$ cat src/rtl/mmio_console_responder_if.sv
// Data-memory port bundle between the core (master) and a memory-mapped
// responder (slave).
//
// Handshake: a request is presented for exactly one cycle with req_valid=1
// and is always accepted (no ready, no backpressure). A responder that
// claims the request raises rsp_valid for exactly one cycle, one cycle
// later, echoing the request address. rsp_valid=0 means "not mine".
interface mmio_console_responder_if;
  logic        req_valid;
  logic [31:0] req_addr;
  logic [31:0] req_data;
  logic [3:0]  req_do_read;
  logic [3:0]  req_do_write;
  logic        rsp_valid;
  logic [31:0] rsp_addr;
  logic [31:0] rsp_data;

  modport master (
    output req_valid, req_addr, req_data, req_do_read, req_do_write,
    input  rsp_valid, rsp_addr, rsp_data
  );

  modport slave (
    input  req_valid, req_addr, req_data, req_do_read, req_do_write,
    output rsp_valid, rsp_addr, rsp_data
  );
endinterface

$ cat src/rtl/mmio_console_responder.sv
// Console window at the top of data space: STATUS / TXDATA / HALT registers,
// a byte FIFO feeding an 8N1 serialiser, and a sticky halt that waits for
// the line to drain.
module mmio_console_responder #(
  parameter logic [31:0] BASE_ADDR    = 32'h0002_FFF0,
  parameter int          FIFO_DEPTH   = 16,
  parameter int          CLKS_PER_BIT = 4
) (
  input  logic                     clk,
  input  logic                     reset,
  mmio_console_responder_if.slave  mem,
  output logic                     tx,
  output logic                     halt,
  output logic [1:0]               dbg_state_o
);

  localparam int AW = $clog2(FIFO_DEPTH);
  localparam int CW = AW + 1;
  localparam int BW = (CLKS_PER_BIT > 1) ? $clog2(CLKS_PER_BIT) : 1;
  localparam logic [BW-1:0] BAUD_LAST = BW'(CLKS_PER_BIT - 1);
  localparam logic [CW-1:0] COUNT_FULL = CW'(FIFO_DEPTH);

  typedef enum logic [1:0] {
    ST_IDLE  = 2'd0,
    ST_START = 2'd1,
    ST_DATA  = 2'd2,
    ST_STOP  = 2'd3
  } tx_state_e;

  // Request decode
  logic        hit;
  logic        is_read;
  logic        is_write;
  logic [1:0]  reg_off;
  logic        push_req;
  logic        halt_wr;
  logic        status_rd;
  logic        unused_bits;

  // FIFO
  logic [7:0]    fifo_q [FIFO_DEPTH];
  logic [AW-1:0] wr_ptr_q, wr_ptr_d;
  logic [AW-1:0] rd_ptr_q, rd_ptr_d;
  logic [CW-1:0] count_q, count_d;
  logic          fifo_full;
  logic          fifo_empty;
  logic          push_ok;
  logic          pop;

  // Serialiser
  tx_state_e     state_q, state_d;
  logic [BW-1:0] baud_q, baud_d;
  logic [2:0]    bit_q, bit_d;
  logic [7:0]    shift_q, shift_d;
  logic          baud_end;

  // Control / status
  logic        overflow_q, overflow_d;
  logic        halt_pending_q, halt_pending_d;
  logic        halt_q, halt_d;
  logic        rsp_valid_q, rsp_valid_d;
  logic [31:0] rsp_addr_q, rsp_addr_d;
  logic [31:0] rsp_data_q, rsp_data_d;
  logic [31:0] status_word;
  logic [31:0] read_data;

  assign hit = mem.req_valid
            && (mem.req_addr[31:4] == BASE_ADDR[31:4])
            && ((mem.req_do_read != 4'd0) || (mem.req_do_write != 4'd0));
  assign is_read   = hit && (mem.req_do_read != 4'd0);
  assign is_write  = hit && (mem.req_do_write != 4'd0);
  assign reg_off   = mem.req_addr[3:2];
  assign push_req  = is_write && (reg_off == 2'd2) && mem.req_do_write[0];
  assign halt_wr   = is_write && (reg_off == 2'd3);
  assign status_rd = is_read && (reg_off == 2'd0);

  // Byte lanes above TXDATA[7:0] and the sub-word address bits carry no meaning here.
  assign unused_bits = ^{mem.req_data[31:8], mem.req_addr[1:0]};

  assign fifo_full  = (count_q == COUNT_FULL);
  assign fifo_empty = (count_q == '0);
  // A pop in the same cycle frees a slot, so a push into a full FIFO still lands.
  assign push_ok    = push_req && (!fifo_full || pop);
  assign baud_end   = (baud_q == BAUD_LAST);

  // FIFO pointer/count next-state
  always_comb begin
    wr_ptr_d = wr_ptr_q;
    rd_ptr_d = rd_ptr_q;
    count_d  = count_q;
    if (push_ok) wr_ptr_d = wr_ptr_q + AW'(1);
    if (pop)     rd_ptr_d = rd_ptr_q + AW'(1);
    if (push_ok && !pop)      count_d = count_q + CW'(1);
    else if (!push_ok && pop) count_d = count_q - CW'(1);
  end

  // FIFO storage; contents need no reset because the count gates every read
  always_ff @(posedge clk) begin
    if (push_ok) fifo_q[wr_ptr_q] <= mem.req_data[7:0];
  end

  // Serialiser next-state: start bit, 8 data bits LSB first, stop bit
  always_comb begin
    state_d = state_q;
    baud_d  = baud_q;
    bit_d   = bit_q;
    shift_d = shift_q;
    pop     = 1'b0;
    unique case (state_q)
      ST_IDLE: begin
        if (!fifo_empty) begin
          pop     = 1'b1;
          shift_d = fifo_q[rd_ptr_q];
          baud_d  = '0;
          state_d = ST_START;
        end
      end
      ST_START: begin
        if (baud_end) begin
          baud_d  = '0;
          bit_d   = 3'd0;
          state_d = ST_DATA;
        end else begin
          baud_d = baud_q + BW'(1);
        end
      end
      ST_DATA: begin
        if (baud_end) begin
          baud_d  = '0;
          shift_d = {1'b0, shift_q[7:1]};
          if (bit_q == 3'd7) state_d = ST_STOP;
          else               bit_d   = bit_q + 3'd1;
        end else begin
          baud_d = baud_q + BW'(1);
        end
      end
      ST_STOP: begin
        if (baud_end) begin
          baud_d = '0;
          // Chain straight into the next frame so there is no idle gap.
          if (!fifo_empty) begin
            pop     = 1'b1;
            shift_d = fifo_q[rd_ptr_q];
            state_d = ST_START;
          end else begin
            state_d = ST_IDLE;
          end
        end else begin
          baud_d = baud_q + BW'(1);
        end
      end
      default: state_d = ST_IDLE;
    endcase
  end

  // Line level follows the state directly, so reset returns it high at once
  always_comb begin
    tx = 1'b1;
    case (state_q)
      ST_START: tx = 1'b0;
      ST_DATA:  tx = shift_q[0];
      default:  tx = 1'b1;
    endcase
  end

  // Register read mux and control/response next-state
  always_comb begin
    status_word        = 32'd0;
    status_word[0]     = fifo_full;
    status_word[1]     = fifo_empty;
    status_word[2]     = (state_q != ST_IDLE);
    status_word[3]     = overflow_q;
    status_word[4]     = halt_pending_q;
    status_word[15:8]  = 8'(count_q);

    read_data = 32'd0;
    if (reg_off == 2'd0) read_data = status_word;

    rsp_valid_d = hit;
    rsp_addr_d  = hit ? mem.req_addr : 32'd0;
    rsp_data_d  = is_read ? read_data : 32'd0;

    // A drop in the same cycle as a STATUS read wins, so the event is not lost.
    overflow_d = overflow_q;
    if (push_req && !push_ok) overflow_d = 1'b1;
    else if (status_rd)       overflow_d = 1'b0;

    halt_pending_d = halt_pending_q | halt_wr;
    halt_d = halt_q | (halt_pending_q && fifo_empty && (state_q == ST_IDLE));
  end

  // State registers
  always_ff @(posedge clk or negedge reset) begin
    if (!reset) begin
      wr_ptr_q       <= '0;
      rd_ptr_q       <= '0;
      count_q        <= '0;
      state_q        <= ST_IDLE;
      baud_q         <= '0;
      bit_q          <= 3'd0;
      shift_q        <= 8'd0;
      overflow_q     <= 1'b0;
      halt_pending_q <= 1'b0;
      halt_q         <= 1'b0;
      rsp_valid_q    <= 1'b0;
      rsp_addr_q     <= 32'd0;
      rsp_data_q     <= 32'd0;
    end else begin
      wr_ptr_q       <= wr_ptr_d;
      rd_ptr_q       <= rd_ptr_d;
      count_q        <= count_d;
      state_q        <= state_d;
      baud_q         <= baud_d;
      bit_q          <= bit_d;
      shift_q        <= shift_d;
      overflow_q     <= overflow_d;
      halt_pending_q <= halt_pending_d;
      halt_q         <= halt_d;
      rsp_valid_q    <= rsp_valid_d;
      rsp_addr_q     <= rsp_addr_d;
      rsp_data_q     <= rsp_data_d;
    end
  end

  assign mem.rsp_valid = rsp_valid_q;
  assign mem.rsp_addr  = rsp_addr_q;
  assign mem.rsp_data  = rsp_data_q;
  assign halt          = halt_q;
  assign dbg_state_o   = state_q;

endmodule

$ cat src/flat_wrapper.sv
// flat-port wrapper written by rule: the top's interface ports become plain ports
module mmio_console_responder_flat 
#(
  parameter logic [31:0] BASE_ADDR    = 32'h0002_FFF0,
  parameter int          FIFO_DEPTH   = 16,
  parameter int          CLKS_PER_BIT = 4
)
  (clk, reset, tx, halt, dbg_state_o, mem_req_valid, mem_req_addr, mem_req_data, mem_req_do_read, mem_req_do_write, mem_rsp_valid, mem_rsp_addr, mem_rsp_data);
  mmio_console_responder_if mem_i ();
  input  logic clk;
  input  logic reset;
  output logic tx;
  output logic halt;
  output logic [1:0] dbg_state_o;
  input wire logic [$bits(mem_i.req_valid)-1:0] mem_req_valid;
  input wire logic [$bits(mem_i.req_addr)-1:0] mem_req_addr;
  input wire logic [$bits(mem_i.req_data)-1:0] mem_req_data;
  input wire logic [$bits(mem_i.req_do_read)-1:0] mem_req_do_read;
  input wire logic [$bits(mem_i.req_do_write)-1:0] mem_req_do_write;
  output wire logic [$bits(mem_i.rsp_valid)-1:0] mem_rsp_valid;
  output wire logic [$bits(mem_i.rsp_addr)-1:0] mem_rsp_addr;
  output wire logic [$bits(mem_i.rsp_data)-1:0] mem_rsp_data;
  assign mem_i.req_valid = mem_req_valid;
  assign mem_i.req_addr = mem_req_addr;
  assign mem_i.req_data = mem_req_data;
  assign mem_i.req_do_read = mem_req_do_read;
  assign mem_i.req_do_write = mem_req_do_write;
  assign mem_rsp_valid = mem_i.rsp_valid;
  assign mem_rsp_addr = mem_i.rsp_addr;
  assign mem_rsp_data = mem_i.rsp_data;
  mmio_console_responder #(.BASE_ADDR(BASE_ADDR), .FIFO_DEPTH(FIFO_DEPTH), .CLKS_PER_BIT(CLKS_PER_BIT)) u_core (.clk(clk), .reset(reset), .mem(mem_i), .tx(tx), .halt(halt), .dbg_state_o(dbg_state_o));
endmodule
$ cat config.mk
export PLATFORM = sky130hd
export DESIGN_NAME = mmio_console_responder_flat
export DESIGN_NICKNAME = d
export VERILOG_FILES = /design/src/rtl/mmio_console_responder_if.sv /design/src/rtl/mmio_console_responder.sv /design/src/flat_wrapper.sv
export SDC_FILE = /design/constraint.sdc
export NUM_CORES = 1
export LEC_CHECK = 0
export ABC_AREA = 1
export BUFFER_PORTS_ARGS = -buffer_cell sky130_fd_sc_hd__buf_2
export CORE_ASPECT_RATIO = 0.5
export CORE_MARGIN = 4
export CORE_UTILIZATION = 47
export DETAILED_ROUTE_END_ITERATION = 8
export PLACE_DENSITY = 0.71
export SLEW_MARGIN = 30
export SYNTH_ARGS = -nofsm -noshare
export SYNTH_HDL_FRONTEND = slang
export SYNTH_SLANG_ARGS = --single-unit
$ cat constraint.sdc
create_clock -name clk -period 4.98 [get_ports clk]
set_clock_uncertainty 0.05 [all_clocks]
set_input_delay 0.498 -clock clk [delete_from_list [all_inputs] [get_ports clk]]
set_output_delay 0.498 -clock clk [all_outputs]
set_load 0.02 [all_outputs]
After elaboration in Yosys (flattened, before gate mapping)

Memories as Yosys holds them, arrays and structs flattened.
Index checks and enable logic that the tools add are counted.

Flip-flop bits (word level): 96
RAM bits: 128
Input port bits: 75
Output and inout port bits: 69
Logic and storage cells: 101
Memories: 1

Memories:

| memory        | words | bits a word | read ports | clocked after memory_dff | wr ports | line                         | text |
|---|---|---|---|---|---|---|---|
| u_core.fifo_q | 16    | 8           | 1          | 0                        | 1        | mmio_console_responder.sv:41 | `logic [7:0] fifo_q [FIFO_DEPTH];` |

$add $sub $neg: 6
Equality and inequality tests: 15
Multiplexer cells: 31
Bitwise gates (word level): 2
Reduce and logical (&&, ||, !) cells: 33

Operators with widths:

| kind                 | number |
|---|---|
| $mux 32              | 1 |
| $eq 28x14->1 const B | 1 |
| $mux 13              | 2 |
| $mux 8               | 3 |
| $pmux 8 s3           | 1 |
| $logic_and 1x1->1    | 14 |
| $mux 2               | 7 |
| $eq 2x2->1 const B   | 5 |
| $mux 5               | 2 |
| $mux 3               | 3 |
| $add 4x1->4 const B  | 2 |
| $ne 2x1->1 const B   | 4 |
| $pmux 2 s4           | 1 |
| $reduce_bool 2->1    | 4 |
| $reduce_bool 4->1    | 2 |
| $mux 1               | 7 |
| $pmux 3 s2           | 1 |
| $add 5x1->5 const B  | 1 |
| $eq 5x5->1 const B   | 1 |
| $logic_not 5->1      | 1 |
| $reduce_and 5->1     | 1 |
| $sub 5x1->5 const B  | 1 |
| $logic_not 2->1      | 2 |
| $ne 2x2->1 const B   | 2 |
| other kinds (13)     | 18 |

Depth between registers and ports, before layout

Word-level depth: 11
Gate-level depth with buffers: 19

Least setup slack after synthesis

Ideal clock, no wire load.

Path type: register to register
Start point: register u_core.state_q[0], in the netlist u_core.dbg_state_o[0]
End point: register u_core.count_q[4]
Library setup time: 126 ps
Data arrival time: 2684 ps
Data required time: 4804 ps
Slack: 2120 ps
Stages on the path, launching flop included: 19
Clock period less this slack: 2860 ps
Path through: dfrtp_1 inv_1 ha_1 inv_1 o21ai_1 nand2_1 nand2_1 inv_2 nor2_8 ha_1 inv_1 fa_1 a21oi_1 nor2_1 nor2_1 nand2_1 nand2_1 nor2_1 xor2_1

Longest elaborated chain between the ends: 7

RTL lines:

| what                                                 | line                          | text |
|---|---|---|
| start: declaration                                   | mmio_console_responder.sv:51  | `tx_state_e state_q, state_d;` |
| start signal: assignment                             | mmio_console_responder.sv:212 | `state_q <= state_d;` |
| $eq 2x2->1 / $logic_not 2->1 (equally long branches) | mmio_console_responder.sv:109 | `unique case (state_q)` |
| $pmux 1 s2 *                                         | mmio_console_responder.sv:109 |  |
| $logic_or 1x1->1 *                                   | mmio_console_responder.sv:83  | `assign push_ok = push_req && (!fifo_full \|\| pop);` |
| $logic_and 1x1->1 *                                  | mmio_console_responder.sv:83  |  |
| net u_core.push_ok                                   | mmio_console_responder.sv:47  | `logic push_ok;` |
| $logic_not 1->1                                      | mmio_console_responder.sv:94  | `else if (!push_ok && pop) count_d = count_q - CW'(1);` |
| $logic_and 1x1->1                                    | mmio_console_responder.sv:94  |  |
| $reduce_bool 2->1 (no line)                          | --                            |  |
| end signal: assignment                               | mmio_console_responder.sv:211 | `count_q <= count_d;` |
| end: declaration                                     | mmio_console_responder.sv:44  | `logic [CW-1:0] count_q, count_d;` |

Mark *: on every way through the listed nets, which the timed path passes. The rest lies on a longest branch.
A chain may end at the register's enable or synchronous reset.

Final worst setup path

Start point: register u_core.state_q[0], in the netlist u_core.dbg_state_o[0]
End point: register u_core.count_q[4]

Longest elaborated chain between the ends: 7

RTL lines:

| what                                                 | line |
|---|---|
| $eq 2x2->1 / $logic_not 2->1 (equally long branches) | mmio_console_responder.sv:109 |
| $pmux 1 s2 *                                         | mmio_console_responder.sv:109 |
| $logic_or 1x1->1                                     | mmio_console_responder.sv:83 |
| $logic_and 1x1->1                                    | mmio_console_responder.sv:83 |
| $logic_not 1->1                                      | mmio_console_responder.sv:94 |
| $logic_and 1x1->1                                    | mmio_console_responder.sv:94 |
| $reduce_bool 2->1 (no line)                          | -- |

Mark *: on every way between the ends. The rest lies on a longest branch, timed or not.

==> results.sh <==
export IMPL_post_drt_wl_per_cell_um=15.6
export IMPL_io_buffers=97
export IMPL_total_leakage_power_uw=0.00429
export IMPL_ios=144
export IMPL_yosys_most_used_dff="edfxtp_1"
export IMPL_antenna_found_initial=0
export IMPL_crit_arrival_ns=3.39
export IMPL_grt_max_degree=81
export IMPL_endpoint_kind="flop"
export IMPL_area_delta_synth_final_pct=14.0
export IMPL_fmax_mhz=324
export IMPL_cts_root_buf="clkbuf_16"
export IMPL_grt_overflow=0
export IMPL_dieWidth_um=198
export IMPL_period_minus_slack_ns=3.09
export IMPL_dr_pass1_iters=5
export IMPL_drt_total_wl_um=17300
export IMPL_synth_top_area_cell="edfxtp_1"
export IMPL_yosysWarnings=0
export IMPL_drive_gt1_share_pct=16.4
export IMPL_post_cts_resized=0
export IMPL_worstPathMaxFanout=6
export IMPL_peakVddDrop_v=0.000244
export IMPL_p_clk_share_pct=41.6
export IMPL_cpPeakStageDelay_ns=0.44
export IMPL_rows=34
export IMPL_maxSlewViolCount=0
export IMPL_rr_worst_depth=17
export IMPL_tightest_slew_ns=0.927
export IMPL_diodes=0
export IMPL_rsz0062_at_grt="false"
export IMPL_critical_path_cell_chain="inv_1 -> ha_1 -> inv_1 -> o21ai_1 -> nand2_1 -> nor2_1 -> inv_1 -> ha_1 -> inv_1 -> ha_1 -> a21oi_1 -> nor2_1 -> nor2_1 -> nand2_1 -> nand2_1 -> nor2_1 -> xor2_1"
export IMPL_critPathRequiredTime_ns=5.28
export IMPL_hold_buffers=0
export IMPL_ys_seq_area_share_pct=67.0
export IMPL_clk_pin_slew_ns=0.06
export IMPL_dp_hpwl_um=11300
export IMPL_nets=956
export IMPL_cts_tree="yes"
export IMPL_synth_most_common_cell="nor2_1"
export IMPL_vias_per_cell=5.04
export IMPL_synth_top_area_share_pct=45.2
export IMPL_internal_power_uw=2580
export IMPL_clock_latency_ns=0.48
export IMPL_initial_core_util_pct=48.4
export IMPL_cts_sinks=202
export IMPL_grt_pass1_wl_um=27400
export IMPL_p_switching_uw=637
export IMPL_start_kind="flop"
export IMPL_dp_worst_setup_slack_ns=1.89
export IMPL_p_comb_share_pct=2.7
export IMPL_cap_violations=0
export IMPL_coreArea_mm2=0.0176
export IMPL_h_tree_depth=1
export IMPL_cts_inserted_buffers=19
export IMPL_finalWorstSetupSlack_ns=1.89
export IMPL_slowest_stage="nor2_1"
export IMPL_cts_buffer_depth=3
export IMPL_postCtsSetupBuffers=0
export IMPL_track_usage_pct=17.1
export IMPL_synth_edff_count=128
export IMPL_relSlewSlack_pct=38.0
export IMPL_regToRegStartpoint="u_core.dbg_state_o[0]"
export IMPL_ant_nets=0
export IMPL_p_sw_share_pct=19.8
export IMPL_hold_violations=6
export IMPL_final_setup_tns_ns=0
export IMPL_async_reset_ff_share_pct=36.6
export IMPL_synthTopCellsByArea="edfxtp_1 45%, dfrtp_1 22%, nor2_1 6.2%"
export IMPL_drtIter0Drc=363
export IMPL_critPathBufInv=4
export IMPL_crit_type="reg -> reg"
export IMPL_reg2reg_to="u_core.count_q[4]"
export IMPL_first_global_vias=5362
export IMPL_worst_hold_path_type="in -> async"
export IMPL_synth_distinct_cells=35
export IMPL_p_seq_share_pct=55.7
export IMPL_netlist_instances=758
export IMPL_cp_top_family="simple AND/OR/NAND/NOR gates"
export IMPL_status="finished with violations"
export IMPL_synth_commonest_cells="141 x nor2_1, 128 x edfxtp_1, 82 x nand2_1"
export IMPL_finalSetupViolCount=0
export IMPL_whs_ns=-0.00186
export IMPL_die_y_um=103
export IMPL_vias=5593
export IMPL_powerDensity_mw_per_mm2=332
export IMPL_drc=0
export IMPL_violations="negative hold slack"
export IMPL_dieArea_mm2=0.0204
export IMPL_place_gp_congestion=0.810
export IMPL_synth_ff_latch_count=202
export IMPL_r2r_setup_slack_ns=1.89
export IMPL_avgSynthCellArea_um2=11.2
export IMPL_period_share_pct=62.0
export IMPL_synth_cell_area_mm2=0.00851
[layout by cell type, fill, tap and decap left out, drive strengths merged]
cell type / count
o22ai: 2
o31ai: 1
xnor2: 1
fa: 1
ha: 16
clkbuf: 24
a32o: 2
nor2: 143
buf: 99
dfrtp: 74
edfxtp: 128
o21bai: 1
inv: 73
clkinv: 11
nand3: 32
a21oi: 28
o21ai: 73
xor2: 5
nand2: 86
bufinv: 1
nand4: 7
nor3: 2
conb: 37
o211ai: 29
[layer usage]
metal | track usage [%] | part of all wire [%] | routed length, um | up-vias
li1 | - | - | - | 2712
met1 | 22.6 | 42 | 7310 | 2650
met2 | 28.5 | 48 | 8280 | 206
met5 | 0 | 0 | 0 | -
met4 | 4.87 | 2.0 | 339 | 0
met3 | 4.34 | 8.0 | 1380 | 25
[registers in the layout, indices dropped and copies added (netlist names), 2 cells and up]
register / flops
u_core.rd_ptr_q: 4
u_core.mem.rsp_addr: 32
u_core.fifo_q: 128
u_core.count_q: 5
u_core.baud_q: 2
u_core.mem.rsp_data: 10
u_core.shift_q: 8
u_core.dbg_state_o: 2
u_core.wr_ptr_q: 4
u_core.bit_q: 3
[power groups by stage]
| stage | Clock [uW] | Sequential [uW] | Combinational (uW) |
|---|---|---|---|
| detailed placement | 0 | 1830 | 87.8 |
| floorplan | 0 | 1840 | 37.0 |
| global route | 1440 | 1790 | 98.0 |
| global placement | 0 | 1830 | 85.3 |
| CTS | 1370 | 1790 | 87.8 |
| finish | 1340 | 1790 | 87.5 |
[final cells by class]
| cell class | count | area [um^2] |
|---|---|---|
| Sequential cell | 202 | 5700 |
| Fill cell | 1453 | 7870 |
| Tap cell | 234 | 293 |
| Clock inverter | 9 | 66.3 |
| Clock buffer | 24 | 504 |
| Timing Repair Buffer | 99 | 507 |
| Multi-Input combinational cell | 466 | 2350 |
| Inverter | 76 | 287 |
[worst register-to-register path: stages, from the launching register on]
cell     delay (ns)
dfrtp_1        0.42
inv_1          0.14
ha_1           0.27
inv_1          0.09
o21ai_1        0.08
nand2_1        0.08
nor2_1         0.44
inv_1          0.10
ha_1           0.24
inv_1          0.16
ha_1           0.30
a21oi_1        0.16
nor2_1         0.05
nor2_1         0.11
nand2_1        0.06
nand2_1        0.05
nor2_1         0.04
xor2_1         0.13
[cells by family after synthesis]
kind of cell	after synthesis	share of synthesized area (%)
buffers and inverters	126	7.10
other	1	0.0441
xor gates and xnor gates	6	0.618
AOI/OAI and AO/OA	136	9.15
adders and majority gates	17	2.59
DFF	202	67.0
and+or+nand+nor	270	13.5
[metrics by stage]
| step | power, uW | utilization, % | instances | instance area [um^2] | hold WS [ns] |
|---|---|---|---|---|---|
| 3_5_place_dp | 1920 | 51.9 | 1077 | 9120 | 0.418 |
| 4_1_cts | 3250 | 55.2 | 1110 | 9690 | 0.150 |
| 5_1_grt | 3330 | 55.2 | 1110 | 9700 | 0.0356 |
| 6_report | 3220 | 55.2 | 1110 | 9700 | -0.00186 |
| 3_3_place_gp | 1910 | 51.9 | 1077 | 9120 | 0.409 |
| 2_1_floorplan | 1870 | - | 794 | 8640 | 0.152 |
[worst max path at each step]
| stage | startpoint | end | depth (start not counted) |
|---|---|---|---|
| global route | u_core.dbg_state_o[0] | u_core.count_q[4] | 17 |
| finish | u_core.dbg_state_o[0] | u_core.count_q[4] | 17 |
| CTS | u_core.dbg_state_o[0] | u_core.count_q[4] | 18 |
| global placement | mem_req_addr[24] | u_core.count_q[4] | 20 |
| floorplan | u_core.dbg_state_o[0] | u_core.count_q[4] | 18 |
| detailed placement | mem_req_addr[20] | u_core.count_q[4] | 20 |
No activity file was read; power rests on OpenSTA's default activity.
